**config.mk**
```make
export PLATFORM = sky130hd
export DESIGN_NAME = write_buffer
export DESIGN_NICKNAME = d
export VERILOG_FILES = /design/src/rtl/write_buffer.sv
export SDC_FILE = /design/constraint.sdc
export NUM_CORES = 1
export LEC_CHECK = 0
export CORE_MARGIN = 2
export CORE_UTILIZATION = 55
export DETAILED_ROUTE_END_ITERATION = 10
export DONT_BUFFER_PORTS = 1
export GPL_ROUTABILITY_DRIVEN = 0
export PLACE_DENSITY = 0.7
export REMOVE_ABC_BUFFERS = 1
export SYNTH_ARGS = -nofsm -noshare
export SYNTH_HDL_FRONTEND = slang
export SYNTH_SLANG_ARGS = --single-unit
export TNS_END_PERCENT = 50
```
**constraint.sdc**
```tcl
create_clock -name aclk -period 4.3 [get_ports aclk]
set_clock_uncertainty 0.1 [all_clocks]
set_input_delay 0.86 -clock aclk [delete_from_list [all_inputs] [get_ports aclk]]
set_output_delay 0.86 -clock aclk [all_outputs]
set_load 0.1 [all_outputs]
```
**src/rtl/write_buffer.sv**
```systemverilog
// Posted-store write buffer: a circular FIFO of {addr, data, sel} drained one entry at a
// time to an AXI write adapter, with a word-granular load-hazard check against pending stores.
module write_buffer #(
  parameter int DEPTH = 4
) (
  input  logic        aclk,
  input  logic        aresetn,
  input  logic        cpu_we,
  input  logic [31:0] cpu_addr,
  input  logic [31:0] cpu_data,
  input  logic [3:0]  cpu_sel,
  output logic        cpu_write_ready,
  output logic        full,
  output logic        empty,
  input  logic        rd_re,
  input  logic [31:0] rd_addr,
  output logic        rd_hit,
  output logic        we,
  output logic [31:0] address,
  output logic [31:0] data,
  output logic [3:0]  select,
  input  logic        mem_write_done
);

  localparam int PW = $clog2(DEPTH);
  localparam int CW = PW + 1;

  typedef enum logic {IDLE, BUSY} state_t;

  state_t          state, next_state;
  logic [PW-1:0]   wr_ptr, rd_ptr;
  logic [CW-1:0]   count;
  logic            push, pop, issue;
  logic            hit_any;
  logic [PW-1:0]   offset;
  logic            unused_rd_lsb;

  logic [31:0]     mem_addr [DEPTH];
  logic [31:0]     mem_data [DEPTH];
  logic [3:0]      mem_sel  [DEPTH];

  assign push            = cpu_we & ~full;
  assign cpu_write_ready = push;
  assign full            = (count == CW'(DEPTH));
  assign we              = (state == BUSY);
  assign empty           = (count == '0) & ~we;
  assign unused_rd_lsb   = ^rd_addr[1:0];

  always_comb begin
    next_state = state;
    issue      = 1'b0;
    pop        = 1'b0;
    case (state)
      IDLE: begin
        if (count != '0) begin
          issue      = 1'b1;
          next_state = BUSY;
        end
      end
      BUSY: begin
        if (mem_write_done) begin
          pop        = 1'b1;
          next_state = IDLE;
        end
      end
      default: next_state = IDLE;
    endcase
  end

  always_ff @(posedge aclk or negedge aresetn) begin
    if (!aresetn) state <= IDLE;
    else          state <= next_state;
  end

  always_ff @(posedge aclk or negedge aresetn) begin
    if (!aresetn) begin
      wr_ptr <= '0;
      rd_ptr <= '0;
      count  <= '0;
    end else begin
      if (push) wr_ptr <= wr_ptr + 1'b1;
      if (pop)  rd_ptr <= rd_ptr + 1'b1;
      case ({push, pop})
        2'b10:   count <= count + 1'b1;
        2'b01:   count <= count - 1'b1;
        default: count <= count;
      endcase
    end
  end

  // Storage carries no reset; validity comes only from rd_ptr/count.
  always_ff @(posedge aclk) begin
    if (push) begin
      mem_addr[wr_ptr] <= cpu_addr;
      mem_data[wr_ptr] <= cpu_data;
      mem_sel[wr_ptr]  <= cpu_sel;
    end
  end

  always_ff @(posedge aclk or negedge aresetn) begin
    if (!aresetn) begin
      address <= '0;
      data    <= '0;
      select  <= '0;
    end else if (issue) begin
      address <= mem_addr[rd_ptr];
      data    <= mem_data[rd_ptr];
      select  <= mem_sel[rd_ptr];
    end
  end

  // The in-flight entry sits at rd_ptr and is still counted, so it is covered here too.
  always_comb begin
    hit_any = 1'b0;
    offset  = '0;
    for (int i = 0; i < DEPTH; i++) begin
      offset = PW'(i) - rd_ptr;
      if (({1'b0, offset} < count) && (mem_addr[i][31:2] == rd_addr[31:2]))
        hit_any = 1'b1;
    end
  end

  assign rd_hit = rd_re & hit_any;

endmodule

```
# Word level (Yosys, flattened, before mapping)
# Memory sizes are Yosys's and may differ from the RTL's. A register that Yosys moved wholly into a read port is not among the register bits.
# Cells that the tools add are included.
op_classes:
  addsub: 8
  n_lt_le_gt_ge: 4
  eq_ne: 7
  mux: 13
  n_bitwise: 5
  n_reduce_logical: 10
op_table:
  columns: ["op", "n"]
  rows:
  - ["$eq 30x30->1", 4]
  - ["$lt 2x3->1", 4]
  - ["$mux 1", 11]
  - ["$pmux 3 s2", 1]
  - ["$add 2x1->2 const B", 2]
  - ["$logic_and 1x1->1", 4]
  - ["$sub 1x2->2 const A", 2]
  - ["$sub 2x2->2 const A", 2]
  - ["$add 3x1->3 const B", 1]
  - ["$and 1x1->1", 3]
  - ["$eq 3x3->1 const B", 1]
  - ["$logic_not 1->1", 3]
  - ["$logic_not 3->1", 1]
  - ["$reduce_bool 3->1", 1]
  - ["$sub 3x1->3 const B", 1]
  - ["$eq 2x1->1 const B", 1]
  - ["$eq 2x2->1 const B", 1]
  - ["$not 1->1", 2]
  - ["$pmux 1 s2", 1]
  - ["$reduce_bool 2->1", 1]
word_totals:
  reg_bits: 8
  ramBits: 272
  inputBits: 105
  out_inout_bits: 73
  wordCells: 54
  mem_count: 3
memory_table:
  columns: ["name", "depth", "width", "read_ports", "rd_clocked_by_memory_dff", "write_ports", "line_no", "text"]
  rows:
  - ["mem_addr", 4, 32, 5, 1, 1, "38", "logic [31:0] mem_addr [DEPTH];"]
  - ["mem_data", 4, 32, 1, 1, 1, "39", "logic [31:0] mem_data [DEPTH];"]
  - ["mem_sel", 4, 4, 1, 1, 1, "40", "logic [3:0] mem_sel [DEPTH];"]

# Depth between registers and ports, before layout
# Gate-level depths: netlist of the first run.
logic_depth:
  ltp_word: 8
  ltp_mapped: 11
  depth_no_buf: 10

# Worst setup path after synthesis of the first run
# Ideal clock, no wire load.
synth_path:
  kind: "flip-flop to flip-flop"
  startpoint: "register count[0]"
  endpoint: "memory mem_addr[0][0], enable pin"
  setup_ns: 0.564
  t_arrival_ns: 4.425
  t_required_ns: 3.636
  path_slack_ns: -0.788
  path_stages_with_launch: 5
  n_path_buf: 1
  period_less_slack_ns: 5.088
  path_cell_list: "dfrtp_1 > nor3_1 > nor2b_1 > clkbuf_1 > and2_1"
synth_via:
  elab_chain_len: 5
synth_lines:
  columns: ["element", "line_no", "text"]
  rows:
  - ["start, declared", "32", "logic [CW-1:0] count;"]
  - ["start signal, assigned", "84", "2'b10: count <= count + 1'b1;"]
  - ["start signal, assigned", "85", "2'b01: count <= count - 1'b1;"]
  - ["start signal, assigned", "86", "default: count <= count;"]
  - ["$eq 3x3->1", "44", "assign full = (count == CW'(DEPTH));"]
  - ["named net full", "13", "output logic full,"]
  - ["$not 1->1", "42", "assign push = cpu_we & ~full;"]
  - ["$and 1x1->1", "42", null]
  - ["named net cpu_write_ready", "12", "output logic cpu_write_ready,"]
  - ["$mux 1", "93", "if (push) begin"]
  - ["$mux 1 (implied by the code)", "94", "mem_addr[wr_ptr] <= cpu_addr;"]
  - ["end, declared", "38", null]
# The timed path passes the listed nets, and every way through them passes these cells.

# Worst setup path in the final report of the first run
layout_path:
  startpoint: "register rd_ptr[1]"
  endpoint: "output rd_hit"
layout_via:
  elab_chain_len: 8
  elab_cells_between_ends: 17
  classes_between: "add/sub: 4; order compare: 4; mux: 4; bitwise: 1; reduce/logical: 4"
layout_lines:
  columns: ["element", "line_no", "text"]
  rows:
  - ["start, declared", "31", "logic [PW-1:0] wr_ptr, rd_ptr;"]
  - ["start signal, assigned", "82", "if (pop) rd_ptr <= rd_ptr + 1'b1;"]
  - ["$sub 1x2->2", "117", "offset = PW'(i) - rd_ptr;"]
  - ["$lt 2x3->1", "118", "if (({1'b0, offset} < count) && (mem_addr[i][31:2] == rd_addr[31:2]))"]
  - ["$logic_and 1x1->1", "118", null]
  - ["$mux 1 (3 in a row)", "118", null]
  - ["$mux 1 *", "118", null]
  - ["$and 1x1->1 *", "123", "assign rd_hit = rd_re & hit_any;"]
  - ["end, declared", "17", "output logic rd_hit,"]
# Every way passes the cells marked *; elsewhere a longest branch is shown, timed or not.

==> impl_metrics.env, run 1 <==
export IMPL_initial_core_util_pct=56.2
export IMPL_fill_cells=1771
export IMPL_globalRouteTotalUtil_pct=22.4
export IMPL_vias_in_the_first_global_route=7365
export IMPL_hold_viol=0
export IMPL_grt_first_pass_wirelength_mm=43.6
export IMPL_finish_net_count=863
export IMPL_num_vias=6586
export IMPL_critPathLaunch="rd_ptr[1]"
export IMPL_floorplan_die_height_um=165
export IMPL_hold_ws_ns=0.155
export IMPL_yosysSeqAreaShare_pct=70.8
export IMPL_clock_latency_at_the_later_pin_of_the_worst_skew_pair_ns=0.52
export IMPL_postSynthCellCount=724
export IMPL_synth_top_cells_by_area="edfxtp_1 57%, dfrtp_1 13%, mux4_2 11%, xor2_1 7.0%, mux2_2 5.4%"
export IMPL_grt_antenna_before_repair=0
export IMPL_most_frequent_standard_cell_in_the_layout_excluding_fill_and_tap_cells="edfxtp_1"
export IMPL_yosysTopAreaCell="edfxtp_1"
export IMPL_cts_htree_levels=2
export IMPL_timing_final_crit_period_ns=3.74
export IMPL_total_leakage_power_uw=0.00542
export IMPL_placement_io_buffers=0
export IMPL_drtIter0Drc=442
export IMPL_final_core_utilization_pct=62.4
export IMPL_detail_route_wl_per_cell_um=26.6
export IMPL_multiInputGateArea_um2=3980
export IMPL_setup_viol=0
export IMPL_synth_edf_count=272
export IMPL_cts_resized=0
export IMPL_synthesized_area_um2=14200
export IMPL_total_power_per_unit_cell_area_nw_per_um2=844
export IMPL_hpwl_after_detailed_placement_mm=18.6
export IMPL_vdd_drop_max_mv=0.622
export IMPL_synth_cell_types=30
export IMPL_ant_nets=0
export IMPL_crit_path_max_fanout=31
export IMPL_diodes=0
export IMPL_synth_top_area_share_pct=57.4
export IMPL_yosysWarnings=0
export IMPL_synth_ff_latch_count=348
export IMPL_unrepaired_setup_endpoints_after_global_routing="false"
export IMPL_place_area_um2=14600
export IMPL_clock_buffers_created_by_tritoncts=37
export IMPL_r2r_start="rd_ptr[0]"
export IMPL_syn_mean_instance_area_um2=19.7
export IMPL_cts_buffer_depth=3
export IMPL_outcome="finished, final reports clean"
export IMPL_core_area_um2=25300
export IMPL_max_clock_freq_ghz=0.267
export IMPL_critical_path_startpoint_category="register"
export IMPL_clock_tree_from_tritoncts="yes"
export IMPL_clk_transition_reported_paths_ns=0.06
export IMPL_most_used_cells_in_the_layout_excluding_fill_and_tap_cells="272 x edfxtp_1, 113 x xor2_1, 74 x dfrtp_1, 68 x mux4_2, 68 x mux2_2"
export IMPL_grt_ovfl_total=0
export IMPL_report_final_slew_viol_count=0
export IMPL_area_sequential_um2=10100
export IMPL_first_pass_iters=5
export IMPL_path_class="register to output pin"
export IMPL_period_share_pct=87.0
export IMPL_viasPerCell=5.95
export IMPL_floorplan_die_area_um2=27200
export IMPL_cp_data_required_time_ns=3.34
export IMPL_relSlewSlack_pct=23.0
export IMPL_postCtsSetupBuffers=0
export IMPL_placementRows=58
export IMPL_clock_sinks=348
export IMPL_cts_root_buffer="clkbuf_16"
export IMPL_fin_area_um2=15800
export IMPL_layout_area_overhead_vs_synth_pct=11.1
export IMPL_dieWidth_um=165
export IMPL_regToRegSetupSlack_ns=1.27
export IMPL_io_pins=178
export IMPL_cp_endpoint="rd_hit"
export IMPL_p_total_uw=13300
export IMPL_reg2reg_depth=4
export IMPL_postRouteWirelength_mm=29.4
export IMPL_detail_route_drc_violations=0
export IMPL_synth_async_reset_ratio_pct=21.8
export IMPL_tightestPinTransition_ns=1.15
export IMPL_postSynth_topFlopCell="edfxtp_1"
export IMPL_timing_critical_path_to_type="output pin"
export IMPL_grt_start_max_net_pins=77
export IMPL_layout_drive_gt1_share_pct=27.4
export IMPL_cap_viol_max_count=0
export IMPL_regToRegEndpoint="address[28]"
export IMPL_hold_class="input pin to asynchronous set/reset pin"
export IMPL_worstPathArrival_ns=2.78
[critical path: stages, from the launching register on]
cell,delay (ns)
dfrtp_4,0.75
xnor2_1,0.20
inv_1,0.07
ha_1,0.17
a21oi_1,0.15
nand4_1,0.11
a2111oi_0,0.32
or4_1,0.19
buf_4,0.29
[metrics by stage]
stage                     instances  setup TNS, ns  setup WS [ns]
final                          1106              0          0.559
after global routing           1106              0          0.335
after CTS                      1106              0          0.546
after detailed placement       1038              0          0.731
after global placement         1038              0          0.682
after floorplan                 699        -444.41          -1.61
[state kept, by name, summed over array words and instances, names as in the netlist]
name and count:
select 4, wr_ptr 2, data 32, count 3, mem_data 128, mem_addr 128, we 1, address 32
rd_ptr 2, mem_sel 16
[per-layer routing]
metal	track usage, %	vias to the layer above	wire [µm]
li1	-	2888	-
met1	27.0	3428	10800
met2	37.4	228	14800
met3	9.67	42	3270
met4	5.53	0	510
met5	0	-	0
[Yosys cell counts, drive strengths merged, types with 6 or more instances]
master	n
a21oi	6
nor4	25
mux4	68
buf	17
mux2	68
clkbuf	8
xnor2	14
edfxtp	272
xor2	113
inv	11
dfrtp	76
nand4	8
ha	9
[power breakdown]
group          internal [µW]  switching, µW
clock                   1800           1240
combinational           1370           1330
sequential              4550           3050
[cells by family (layout without fill, tap and decap cells)]
logic type | after synthesis | after routing | synth area share [%]
AND/OR/NAND/NOR | 54 | 54 | 2.26
flip-flops | 348 | 348 | 70.8
XOR/XNOR | 127 | 127 | 7.82
buffers and inverters | 36 | 88 | 1.47
AO/OA/AOI/OAI | 13 | 13 | 0.615
adder cells (fa/ha/maj) | 10 | 10 | 0.932
multiplexers | 136 | 136 | 16.1
[worst min-delay path by stage]
stage / start / cells past startpoint / end / slack (ns)
2_1_floorplan: count[1] / 2 / count[1] / 0.39
3_3_place_gp: count[1] / 2 / count[1] / 0.44
3_5_place_dp: aresetn / 0 / data[15] / 0.47
4_1_cts: aresetn / 1 / data[20] / 0.17
5_1_grt: aresetn / 1 / data[15] / 0.17
6_report: aresetn / 1 / data[21] / 0.16
[area by class of cell]
type,instances,share of cell area (%)
Tap cell,330,2.61
Sequential cell,348,63.7
Multi-Input combinational cell,340,25.2
Inverter,11,0.261
Clock inverter,18,1.13
Timing Repair Buffer,10,0.839
Clock buffer,49,6.21
[repair_timing]
item,in CTS,in global routing
setup endpoints to repair,0,0
hold endpoints to repair,76,0
hold buffers,1,0
Power figures use the tool's default switching activity.
==> inputs of run 2 (changes only) <==
--- a/config.mk
+++ b/config.mk
@@ -5,6 +5,7 @@
 export SDC_FILE = /design/constraint.sdc
 export NUM_CORES = 1
 export LEC_CHECK = 0
+export CAP_MARGIN = 10
 export CORE_MARGIN = 2
 export CORE_UTILIZATION = 55
 export DETAILED_ROUTE_END_ITERATION = 10
==> constraint.sdc (replaced) <==
create_clock -name aclk -period 4.64 [get_ports aclk]
set_clock_uncertainty 0.1 [all_clocks]
set_input_delay 0.928 -clock aclk [delete_from_list [all_inputs] [get_ports aclk]]
set_output_delay 0.928 -clock aclk [all_outputs]
set_load 0.1 [all_outputs]
==> impl_metrics.env, run 2 (synthesis results as in run 1) <==
export IMPL_regToRegEndpoint="count[2]"
export IMPL_placementRows=58
export IMPL_cts_htree_levels=2
export IMPL_placement_io_buffers=0
export IMPL_hold_viol=0
export IMPL_clk_transition_reported_paths_ns=0.06
export IMPL_dieWidth_um=165
export IMPL_drtIter0Drc=387
export IMPL_layout_area_overhead_vs_synth_pct=12.2
export IMPL_clock_buffers_created_by_tritoncts=38
export IMPL_setup_viol=0
export IMPL_layout_drive_gt1_share_pct=27.6
export IMPL_hold_class="input pin to asynchronous set/reset pin"
export IMPL_report_final_slew_viol_count=0
export IMPL_outcome="finished, final reports clean"
export IMPL_diodes=0
export IMPL_top_flop_regs="mem_addr x128, mem_data x128"
export IMPL_grt_antenna_before_repair=0
export IMPL_first_pass_iters=5
export IMPL_postCtsSetupBuffers=0
export IMPL_finish_net_count=872
export IMPL_worst_slack_ns=0.695
export IMPL_relSlewSlack_pct=24.3
export IMPL_core_area_um2=25300
export IMPL_path_class="register to output pin"
export IMPL_most_frequent_standard_cell_in_the_layout_excluding_fill_and_tap_cells="edfxtp_1"
export IMPL_globalRouteTotalUtil_pct=23.0
export IMPL_cap_viol_max_count=0
export IMPL_regToRegSetupSlack_ns=1.94
export IMPL_unrepaired_setup_endpoints_after_global_routing="false"
export IMPL_clock_latency_at_the_later_pin_of_the_worst_skew_pair_ns=0.51
export IMPL_detail_route_wl_per_cell_um=27.9
export IMPL_cp_data_required_time_ns=3.61
export IMPL_postRouteWirelength_mm=31.1
export IMPL_r2r_start="we"
export IMPL_detail_route_drc_violations=0
export IMPL_vias_in_the_first_global_route=7388
export IMPL_max_clock_freq_ghz=0.254
export IMPL_total_power_per_unit_cell_area_nw_per_um2=788
export IMPL_cts_root_buffer="clkbuf_16"
export IMPL_clock_sinks=348
export IMPL_io_pins=178
export IMPL_reg2reg_depth=7
export IMPL_vdd_drop_max_mv=0.522
export IMPL_grt_start_max_net_pins=69
export IMPL_grt_ovfl_total=0
export IMPL_cts_buffer_depth=3
export IMPL_hold_ws_ns=0.0124
export IMPL_preCtsSetupSlack_ns=0.954
export IMPL_fin_cells=1115
export IMPL_critical_path_startpoint_category="register"
export IMPL_clock_tree_from_tritoncts="yes"
export IMPL_num_vias=6788
export IMPL_floorplan_die_height_um=165
export IMPL_floorplan_die_area_um2=27200
export IMPL_total_leakage_power_uw=0.00550
export IMPL_critPathLaunch="rd_ptr[0]"
export IMPL_most_used_cells_in_the_layout_excluding_fill_and_tap_cells="272 x edfxtp_1, 113 x xor2_1, 74 x dfrtp_1, 68 x mux4_2, 68 x mux2_2"
export IMPL_timing_final_crit_period_ns=3.94
export IMPL_period_share_pct=85.0
export IMPL_viasPerCell=6.09
export IMPL_hpwl_after_detailed_placement_mm=19.1
export IMPL_dp_cells=1041
export IMPL_tightestPinTransition_ns=1.13
export IMPL_fill_cells=1734
export IMPL_ant_nets=0
export IMPL_crit_path_max_fanout=23
export IMPL_grt_first_pass_wirelength_mm=45.0
export IMPL_timing_critical_path_to_type="output pin"
export IMPL_initial_core_util_pct=56.2
export IMPL_worstPathArrival_ns=2.92
## run 2: repair_timing
action                    CTS  global route
hold buffers                2             4
gates resized for setup     0             0
hold endpoints to repair   36             4
## run 2: per-layer routing
layer | track usage [%] | vias to the layer above | wire (µm)
li1 | - | 2902 | -
met1 | 28.0 | 3589 | 11800
met2 | 39.0 | 247 | 15700
met3 | 8.31 | 50 | 2860
met4 | 6.60 | 0 | 755
met5 | 0 | - | 0
## run 2: cell type report
cell class | instances | area, µm² | share of cell area [%]
repair buffers | 18 | 215 | 1.35
clock inverters | 13 | 170 | 1.07
clock buffers | 55 | 1070 | 6.68
flip-flops and latches | 348 | 10100 | 63.1
well taps | 330 | 413 | 2.59
inverters | 11 | 41.3 | 0.259
multi-input cells | 340 | 3980 | 25.0
## run 2: worst max-delay path, cell delays in order (launching register included)
cell       delay (ns)
dfrtp_4          0.67
xnor2_1          0.28
inv_1            0.07
ha_1             0.17
a21oi_1          0.17
nand4_1          0.11
a2111oi_0        0.42
or4_1            0.22
buf_4            0.30
## run 2: power by group
part	leakage (µW)	internal [µW]	switching, µW
Combinational	0.00152	1290	1250
Sequential	0.00338	4210	2850
Clock	0.000604	1820	1160
Total	0.00550	7320	5260
## run 2: how the worst max path moves through the flow
stage	cells after the start	endpoint	slack (ns)
6_report	8	rd_hit	0.70
5_1_grt	8	rd_hit	0.48
4_1_cts	8	rd_hit	0.72
3_5_place_dp	6	rd_hit	0.95
3_3_place_gp	6	rd_hit	1.0
2_1_floorplan	3	mem_addr[0][0]	-1.27
## run 2: metrics by stage
stage	utilization, %	setup TNS (ns)	total power (µW)	cell area, µm²
2_1_floorplan	-	-349.41	8960	14100
5_1_grt	63.0	0	13000	16000
3_5_place_dp	57.8	0	9700	14600
4_1_cts	62.9	0	12700	15900
6_report	63.0	0	12600	16000
3_3_place_gp	57.8	0	9580	14600
